$ cat config.mk
export PLATFORM = sky130hd
export DESIGN_NAME = fir_parallel_serializer
export DESIGN_NICKNAME = d
export VERILOG_FILES = /design/src/rtl/fir_pkg.sv /design/src/rtl/fir_round_sat.sv /design/src/rtl/fir_parallel_serializer.sv
export SDC_FILE = /design/constraint.sdc
export NUM_CORES = 1
export LEC_CHECK = 0
export ABC_AREA = 1
export BUFFER_PORTS_ARGS = -buffer_cell sky130_fd_sc_hd__buf_2
export CAP_MARGIN = 20
export CORE_UTILIZATION = 46
export DETAILED_ROUTE_END_ITERATION = 12
export PLACE_DENSITY_LB_ADDON = 0.05
export RECOVER_POWER = 100
export SLEW_MARGIN = 20
export SYNTH_ARGS = -nofsm -noshare
export SYNTH_HDL_FRONTEND = slang
export SYNTH_SLANG_ARGS = --single-unit
$ cat constraint.sdc
create_clock -name clk -period 6 [get_ports clk]
set_input_delay 1.2 -clock clk [delete_from_list [all_inputs] [get_ports clk]]
set_output_delay 1.2 -clock clk [all_outputs]
set_load 0.01 [all_outputs]
$ cat src/rtl/fir_pkg.sv
// Shared constants and types for the parallel FIR datapath.
// Samples are Q15 integers; accumulators carry Q1.31 coefficient products.
package fir_pkg;
    localparam int LANES     = 3;
    localparam int SAMPLE_W  = 16;
    localparam int ACC_W     = 64;
    localparam int COEF_FRAC = 31;
    localparam int BLK_DEPTH = 2;

    typedef logic signed [SAMPLE_W-1:0] sample_t;
    typedef logic signed [ACC_W-1:0]    acc_t;

    localparam sample_t SAMPLE_MAX = 16'sh7FFF;
    localparam sample_t SAMPLE_MIN = 16'sh8000;

    // Block-buffer occupancy, exposed as the serializer's state.
    typedef enum logic [1:0] {
        OCC_EMPTY  = 2'd0,
        OCC_STREAM = 2'd1,
        OCC_FULL   = 2'd2
    } occ_t;
endpackage

$ cat src/rtl/fir_round_sat.sv
// Combinational round-half-up and saturate of one accumulator lane to a sample.
// Arithmetic is one bit wider than the accumulator so the rounding add never wraps.
module fir_round_sat
    import fir_pkg::*;
#(
    parameter int IN_W  = ACC_W,
    parameter int OUT_W = SAMPLE_W,
    parameter int FRAC  = COEF_FRAC
) (
    input  logic signed [IN_W-1:0]  acc,
    output logic signed [OUT_W-1:0] sample,
    output logic                    sat
);
    localparam logic signed [IN_W:0]    HALF  = (IN_W+1)'(1) << (FRAC-1);
    localparam logic signed [IN_W:0]    HI    = (IN_W+1)'((1 << (OUT_W-1)) - 1);
    localparam logic signed [IN_W:0]    LO    = -HI - (IN_W+1)'(1);
    localparam logic signed [OUT_W-1:0] MAX_S = OUT_W'((1 << (OUT_W-1)) - 1);
    localparam logic signed [OUT_W-1:0] MIN_S = ~MAX_S;

    logic signed [IN_W:0] rnd;
    logic signed [IN_W:0] shf;

    always_comb begin
        rnd    = {acc[IN_W-1], acc} + HALF;
        shf    = rnd >>> FRAC;
        sample = shf[OUT_W-1:0];
        sat    = 1'b0;
        if (shf > HI) begin
            sample = MAX_S;
            sat    = 1'b1;
        end else if (shf < LO) begin
            sample = MIN_S;
            sat    = 1'b1;
        end
    end
endmodule

$ cat src/rtl/fir_parallel_serializer.sv
// Output stage of the 3-parallel FIR: rounds a block of lane results on entry,
// buffers up to DEPTH blocks and streams one sample per cycle, oldest lane first.
module fir_parallel_serializer #(
    parameter int LANES = fir_pkg::LANES,
    parameter int IN_W  = fir_pkg::ACC_W,
    parameter int OUT_W = fir_pkg::SAMPLE_W,
    parameter int FRAC  = fir_pkg::COEF_FRAC,
    parameter int DEPTH = fir_pkg::BLK_DEPTH
) (
    input  logic                    clk,
    input  logic                    rst,
    input  logic                    blk_valid,
    output logic                    blk_ready,
    input  logic [LANES*IN_W-1:0]   blk_data,
    output logic                    out_valid,
    input  logic                    out_ready,
    output logic signed [OUT_W-1:0] out_data,
    output logic                    out_sat,
    input  logic                    sat_clr,
    output logic [15:0]             sat_count
);
    localparam int LW = (LANES > 1) ? $clog2(LANES) : 1;
    localparam int PW = (DEPTH > 1) ? $clog2(DEPTH) : 1;
    localparam int CW = $clog2(DEPTH + 1);
    localparam int SW = $clog2(LANES + 1);
    localparam logic [LW-1:0] LANE_LAST = LW'(LANES - 1);
    localparam logic [CW-1:0] DEPTH_C   = CW'(DEPTH);

    logic signed [OUT_W-1:0] buf_data [DEPTH][LANES];
    logic                    buf_sat  [DEPTH][LANES];
    logic signed [OUT_W-1:0] lane_sample [LANES];
    logic [LANES-1:0]        lane_sat;

    logic [PW-1:0]  wr_ptr, rd_ptr;
    logic [LW-1:0]  lane_idx;
    logic [CW-1:0]  count, count_nxt;
    fir_pkg::occ_t  occ_state, occ_nxt;
    logic           push, pop, pop_last;
    logic [SW-1:0]  blk_sat_n;
    logic [16:0]    sat_sum;
    logic [15:0]    sat_nxt;

    for (genvar k = 0; k < LANES; k++) begin : g_lane
        fir_round_sat #(.IN_W(IN_W), .OUT_W(OUT_W), .FRAC(FRAC)) u_round_sat (
            .acc    (blk_data[k*IN_W +: IN_W]),
            .sample (lane_sample[k]),
            .sat    (lane_sat[k])
        );
    end

    // Valid/ready: a transfer happens on a rising edge where both are high. blk_ready
    // comes from registered occupancy only, so a full buffer ignores a same-cycle drain.
    assign blk_ready = (occ_state != fir_pkg::OCC_FULL);
    assign out_valid = (occ_state != fir_pkg::OCC_EMPTY);
    assign out_data  = buf_data[rd_ptr][lane_idx];
    assign out_sat   = buf_sat[rd_ptr][lane_idx];
    assign push      = blk_valid && blk_ready;
    assign pop       = out_valid && out_ready;
    assign pop_last  = pop && (lane_idx == LANE_LAST);

    always_comb begin
        count_nxt = count;
        if (push && !pop_last) begin
            count_nxt = count + CW'(1);
        end else if (pop_last && !push) begin
            count_nxt = count - CW'(1);
        end
        occ_nxt = fir_pkg::OCC_STREAM;
        if (count_nxt == '0) begin
            occ_nxt = fir_pkg::OCC_EMPTY;
        end else if (count_nxt == DEPTH_C) begin
            occ_nxt = fir_pkg::OCC_FULL;
        end
    end

    // Saturations are tallied when a block is accepted; a clear in the same cycle
    // restarts the tally from that block.
    always_comb begin
        blk_sat_n = '0;
        for (int k = 0; k < LANES; k++) begin
            blk_sat_n = blk_sat_n + SW'(lane_sat[k]);
        end
        sat_sum = {1'b0, (sat_clr ? 16'h0000 : sat_count)} + 17'(blk_sat_n);
        sat_nxt = sat_count;
        if (sat_clr) begin
            sat_nxt = '0;
        end
        if (push) begin
            sat_nxt = sat_sum[16] ? 16'hFFFF : sat_sum[15:0];
        end
    end

    always_ff @(posedge clk or posedge rst) begin
        if (rst) begin
            occ_state <= fir_pkg::OCC_EMPTY;
            count     <= '0;
            wr_ptr    <= '0;
            rd_ptr    <= '0;
            lane_idx  <= '0;
            sat_count <= '0;
            for (int d = 0; d < DEPTH; d++) begin
                for (int k = 0; k < LANES; k++) begin
                    buf_data[d][k] <= '0;
                    buf_sat[d][k]  <= 1'b0;
                end
            end
        end else begin
            occ_state <= occ_nxt;
            count     <= count_nxt;
            sat_count <= sat_nxt;
            if (push) begin
                wr_ptr <= wr_ptr + PW'(1);
                for (int k = 0; k < LANES; k++) begin
                    buf_data[wr_ptr][k] <= lane_sample[k];
                    buf_sat[wr_ptr][k]  <= lane_sat[k];
                end
            end
            if (pop) begin
                lane_idx <= pop_last ? '0 : lane_idx + LW'(1);
            end
            if (pop_last) begin
                rd_ptr <= rd_ptr + PW'(1);
            end
        end
    end
endmodule
== Word-level counts from Yosys, hierarchy flattened ==
Index checks and enable logic that the tools add are counted.

* Bits in registers: 126
* Word-level logic and storage cells: 105
* Input port bits: 197
* Output and inout port bits: 35

* Bitwise operators: 3
* Reduce and logical (&&, ||, !) cells: 10
* Magnitude comparators: 10
* Muxes and demuxes: 50
* Equal/unequal tests: 3
* Add/subtract/negate cells: 11

{| class="wikitable"
|+ Operator list
! operator !! number
|-
| bitwise mux 96 bit || 3
|-
| adder 64 x 32 -> 65 bit (second input constant) || 3
|-
| 2-to-1 mux 16 bit || 12
|-
| 2-to-1 mux 48 bit || 4
|-
| demux 48 bit (select 1 bit) || 3
|-
| > comparator 34 x 16 -> 1 bit (second input constant) || 3
|-
| less-than comparator 34 x 16 -> 1 bit (second input constant) || 3
|-
| binary-select mux 16 bit (select 2 bit) || 1
|-
| 2-to-1 mux 32 bit || 1
|-
| bitwise mux 6 bit || 3
|-
| adder 16 x 2 -> 17 bit || 1
|-
| 2-to-1 mux 2 bit || 6
|-
| 2-to-1 mux 3 bit || 4
|-
| demux 3 bit (select 1 bit) || 3
|-
| 2-to-1 mux 1 bit || 9
|-
| logical AND 1 bit || 6
|-
| adder 2 x 1 -> 2 bit (second input constant) || 2
|-
| == test 2 bit (second input constant) || 2
|-
| greater-or-equal comparator 2 bit (second input constant) || 2
|-
| NOT 1 -> 2 bit || 2
|-
| greater-or-equal comparator 3 bit (second input constant) || 1
|-
| NOT 2 -> 3 bit || 1
|-
| adder 1 bit (second input constant) || 2
|-
| adder 1 x 1 -> 2 bit || 1
|-
| 8 further kinds || 9
|}

== Longest topological paths before layout ==
* Depth in word-level cells: 9
* Depth in mapped cells: 31
* Depth with buffers taken out: 30

== By module ==
From an unflattened synthesis, not the netlist that was laid out.

* Cell total of the unflattened synthesis: 1622
* Area total of the unflattened synthesis: 10455.0 um^2

{| class="wikitable"
|+ Modules (own cells, without submodules)
! module !! cells an instance !! instances !! area each (um^2) !! seq. area each (um^2)
|-
| fir_parallel_serializer || 751 || 1 || 6142.1 || 3153.0
|-
| fir_round_sat at g_lane[0].u_round_sat ... || 293 || 2 || 1422.6 || 0.0
|-
| fir_round_sat at g_lane[1].u_round_sat || 285 || 1 || 1467.7 || 0.0
|}

== Worst setup path before layout ==
OpenSTA, ideal clock, no wires.

* Path type: in2reg
* Start: input port blk_data[30]
* End: register sat_count[13]
* Stages: 31
* Data required time: 5.871 ns
* Slack: 1.302 ns
* Arrival time: 4.569 ns
* Buffers on the path: 1
* Path through: ha_1 nand2_2 nor2_4 nand2_4 nor2_8 nand2_1 nand2_1 nand2_1 nand2_1 inv_1 nand2_1 nor2_2 nand2_2 nand2_4 buf_8 nand2_1 inv_1 fa_1 inv_1 ha_1 fa_1 nand3_1 nor2_1 inv_1 nor2_1 nand2_1 inv_1 nand2_1 inv_1 nand2_1 nand3_1

* Longest elaborated chain between the ends: 9
* Elaborated cells on any way between the ends: 10
* Those cells by class: add/sub (4); order compare (2); mux (4)

{| class="wikitable"
|+ Ends and longest elaborated chain
! what !! line !! source
|-
| start: declaration || fir_parallel_serializer.sv:14 || <nowiki>input logic [LANES*IN_W-1:0] blk_data,</nowiki>
|-
| adder 64 x 32 -> 65 bit * || fir_round_sat.sv:24 || <nowiki>rnd = {acc[IN_W-1], acc} + HALF;</nowiki>
|-
| less-than comparator 34 x 16 -> 1 bit || fir_round_sat.sv:31 || <nowiki>end else if (shf < LO) begin</nowiki>
|-
| 2-to-1 mux 1 bit || fir_round_sat.sv:31 ||
|-
| 2-to-1 mux 1 bit * || fir_round_sat.sv:28 || <nowiki>if (shf > HI) begin</nowiki>
|-
| adder 1 x 1 -> 2 bit * || fir_parallel_serializer.sv:81 || <nowiki>blk_sat_n = blk_sat_n + SW'(lane_sat[k]);</nowiki>
|-
| adder 2 x 1 -> 2 bit * || fir_parallel_serializer.sv:81 ||
|-
| adder 16 x 2 -> 17 bit * || fir_parallel_serializer.sv:83 || <nowiki>sat_sum = {1'b0, (sat_clr ? 16'h0000 : sat_count)} + 17'(blk_sat_n);</nowiki>
|-
| 2-to-1 mux 16 bit * || fir_parallel_serializer.sv:89 || <nowiki>sat_nxt = sat_sum[16] ? 16'hFFFF : sat_sum[15:0];</nowiki>
|-
| 2-to-1 mux 16 bit * || fir_parallel_serializer.sv:88 || <nowiki>if (push) begin</nowiki>
|-
| via sat_nxt[13] || fir_parallel_serializer.sv:41 || <nowiki>logic [15:0] sat_nxt;</nowiki>
|-
| end signal: assignment || fir_parallel_serializer.sv:110 || <nowiki>sat_count <= sat_nxt;</nowiki>
|-
| end: declaration || fir_parallel_serializer.sv:20 || <nowiki>output logic [15:0] sat_count</nowiki>
|}

The timed path passes the listed nets; every way through them passes the cells marked *.
A chain may end at the register's enable or synchronous reset.

== Worst setup path in the final report ==
* Start: input port blk_data[30]
* End: register sat_count[14]

The elaborated chain is that of the path after synthesis.

==> summary.txt <==
Yosys
  • Register area share after synthesis: 30.0%
  • Post-Synthesis Cells: 1693
  • Syn nets: 1898
  • Fraction of registers with async set/reset: 100%
  • Post-synth cell types: 44
  • Register bit total from synthesis: 126
  • Syn. warnings: 0
  • Mean post-synth cell area: 6.21 um2
  • Mapped cell area: 0.0105 mm2
  • EDFF count, synth: 0
  • Synth Flop Type: dfrtp_1

Timing
  • Final setup violation count: 0
  • Max Clock Skew: 7.38 ps
  • Final Hold Vio Count: 0
  • Relative slew slack: -83.4%
  • Slew Viols, Final: 306
  • Setup TNS Final: 0 ps
  • Worst slew pin tran: 2740 ps
  • Unrepaired setup endpoints after global routing: false
  • Hold_ws: 475 ps
  • Max frequency: 193 MHz
  • Final WS setup: 827 ps
  • Final period utilization: 86.2%
  • Final min period: 5170 ps

Clock network
  • CTS Hold Bufs: 0
  • CTS tree: built
  • Root Buffer: clkbuf_16
  • Reg clk slew, reported paths: 70 ps
  • CTS resizes: 0
  • Clock tree sinks: 126
  • Clk Latency, worst-skew pair: 420 ps
  • Number of buffers created by CTS: 17
  • Longest Clk Path Bufs: 2
  • CTS H-tree lvls: 4
  • Setup Fix Bufs, Post-CTS: 0

Worst setup path
  • Required time of the critical path: 6300 ps
  • Startpoint types: input pin
  • WP data arrival: 5480 ps
  • CP max stage cell: fa_1
  • CP startpoint: blk_data[30]
  • Worst path max stage delay: 530 ps
  • Critical path capture point type: register
  • Worst reg2reg setup slack: 1830 ps
  • Critical-path maximum fanout: 16
  • Worst Setup Path Type: input pin to register
  • Most common cell on crit path: nand2_1
  • Worst r2r src: occ_state[1]

Routing
  • Initial DRC Count: 620
  • Wire per inst: 14.2 um
  • DR vias/cell: 5.03
  • Via count: 10.6k
  • DR pass1 iterations: 5
  • DRT Wirelength: 29900 um
  • Total DRC errors in the routed layout: 0
  • Routed Antenna Nets: 0

Die
  • I/O pin count: 232
  • Die Ht: 153 um
  • Initial core utilization: 47.6%
  • Die Area: 0.0235 mm2
  • Die X: 153 um
  • Core Area: 0.0221 mm2
  • Row cnt: 54

Placement
  • I/O Buffers: 141
  • Pre-CTS setup slack: 512 ps
  • DPL Wire Length: 22900 um
  • Routability congestion estimate from global placement: 0.934
  • Placed Area: 0.0113 mm2

Global routing
  • Initial antenna violation count: 0
  • Overall Global Routing Usage: 26.3%
  • Largest net degree at the start of global routing: 66
  • First-pass GRT wire length: 49500 um
  • GR Overflow Total: 0
  • Vias in the first global route: 10.0k

Layout
  • Syn-to-layout area delta: 13.5%
  • Final-layout fill cell count: 2391
  • Share of layout cells above drive strength 1: 16.1%
  • Fin area: 0.0119 mm2
  • Nets@finish: 2020
  • N_diodes: 0

Worst hold path
  • Hold path start: buf_data[77]
  • Hold Crit Class: register to register

Power and ir drop
  • Leak pwr: 5.92 nW
  • Max VDD drop: 0.219 mV
  • Pwr/cell area: 365 mW/mm2

Outcome
  • Failing checks: capacitance limit, slew limit
  • Status: complete, but fails checks

Flow run
  • Total of max-cap violations: 7
## cell usage after synthesis (12+ instances only)
master	count	share of area, %
clkbuf_1	29	1.0
dfrtp_1	126	30
inv_1	152	5.4
nand2_1	669	24
nand2_2	58	3.5
nand3_1	95	4.5
nand3b_1	18	1.3
nand4_1	12	0.71
nor2_1	245	8.7
nor2_2	19	1.1
nor2_4	15	1.6
o21ai_0	75	3.6
o22ai_1	18	1.1
or2_2	32	1.9
xnor2_1	22	1.8
xor2_1	32	2.7
## layout by cell type (no fill, tap or decap), drive strengths merged, types with 2 or more instances in the layout
cell / Yosys / layout
o22ai: 18 / 18
o211ai: 4 / 4
a21oi: 2 / 2
ha: 6 / 6
o21ai: 76 / 76
nor3: 8 / 8
nand4: 12 / 12
clkbuf: 29 / 56
clkinv: 1 / 4
or2: 32 / 32
dfrtp: 126 / 126
nand3b: 18 / 18
clkinvlp: 0 / 2
bufinv: 0 / 5
xnor2: 22 / 22
buf: 17 / 111
o21a: 2 / 2
nand3: 102 / 102
xor2: 33 / 33
nor4: 2 / 2
inv: 158 / 162
nor2: 280 / 280
fa: 2 / 2
and2: 2 / 2
nand2: 737 / 737
## layout make-up
class	count	area, um2	share of cell area (%)
Clock buffer	18	439	3.68
Sequential cell	126	3150	26.4
Timing Repair Buffer	149	707	5.93
Multi-Input combinational cell	1362	6450	54.1
Tap cell	280	350	2.94
Inverter	159	598	5.01
Clock inverter	14	230	1.93
## per-layer routing
layer,vias to the layer above,GRT usage [%],part of all wire (%),wire (um)
met5,-,0,0,0
met4,0,7.36,2.0,584
met3,34,2.72,4.2,1250
met2,259,45.0,47,14100
met1,4835,35.2,47,14000
li1,5474,-,-,-
## through the flow
stage | total power [mW] | utilization (%) | instances
3_3_place_gp | 3.19 | 51.3 | 2076
2_1_floorplan | 2.62 | - | 1693
6_report | 4.35 | 54.0 | 2108
4_1_cts | 4.41 | 54.4 | 2108
5_1_grt | 4.68 | 54.0 | 2108
3_5_place_dp | 3.22 | 51.3 | 2076
## cells by family (layout without fill, tap and decap cells)
| family | Yosys count | after routing | share of synthesized area (%) |
|---|---|---|---|
| adder cells (fa/ha/maj) | 8 | 8 | 1.09 |
| AND/OR/NAND/NOR | 1194 | 1194 | 50.0 |
| XOR/XNOR | 55 | 55 | 4.65 |
| multiplexers | 1 | 1 | 0.107 |
| AO/OA/AOI/OAI | 104 | 104 | 5.54 |
| buffers and inverters | 205 | 340 | 8.58 |
| flip-flops | 126 | 126 | 30.0 |
## registers in the layout (all words and copies together) (netlist names)
name / flops
count: 2
buf_data: 96
wr_ptr: 1
occ_state: 2
buf_sat: 6
lane_idx: 2
rd_ptr: 1
sat_count: 16
## critical path, delay by kind of cell
| kind | cells | cell delay (ps) |
|---|---|---|
| adder cells (fa/ha/maj) | 4 | 1330 |
| AND/OR/NAND/NOR | 19 | 2440 |
| buffers and inverters | 6 | 500 |
## report_power, final
group          internal [mW]  total (mW)  switching (mW)
logic                  0.592        1.74            1.15
registers               1.23        1.44           0.218
clock network          0.758        1.17           0.412
## final timing paths
path                                 endpoint  cells past startpoint
worst max-delay path            sat_count[14]                     29
worst min-delay path             buf_data[77]                      2
worst max register to register   buf_data[79]                      5
worst min register to register   buf_data[77]                      2
max in group asynchronous        buf_data[42]                      3
min in group asynchronous        sat_count[3]                      2
(Power assumes the default switching activity.)
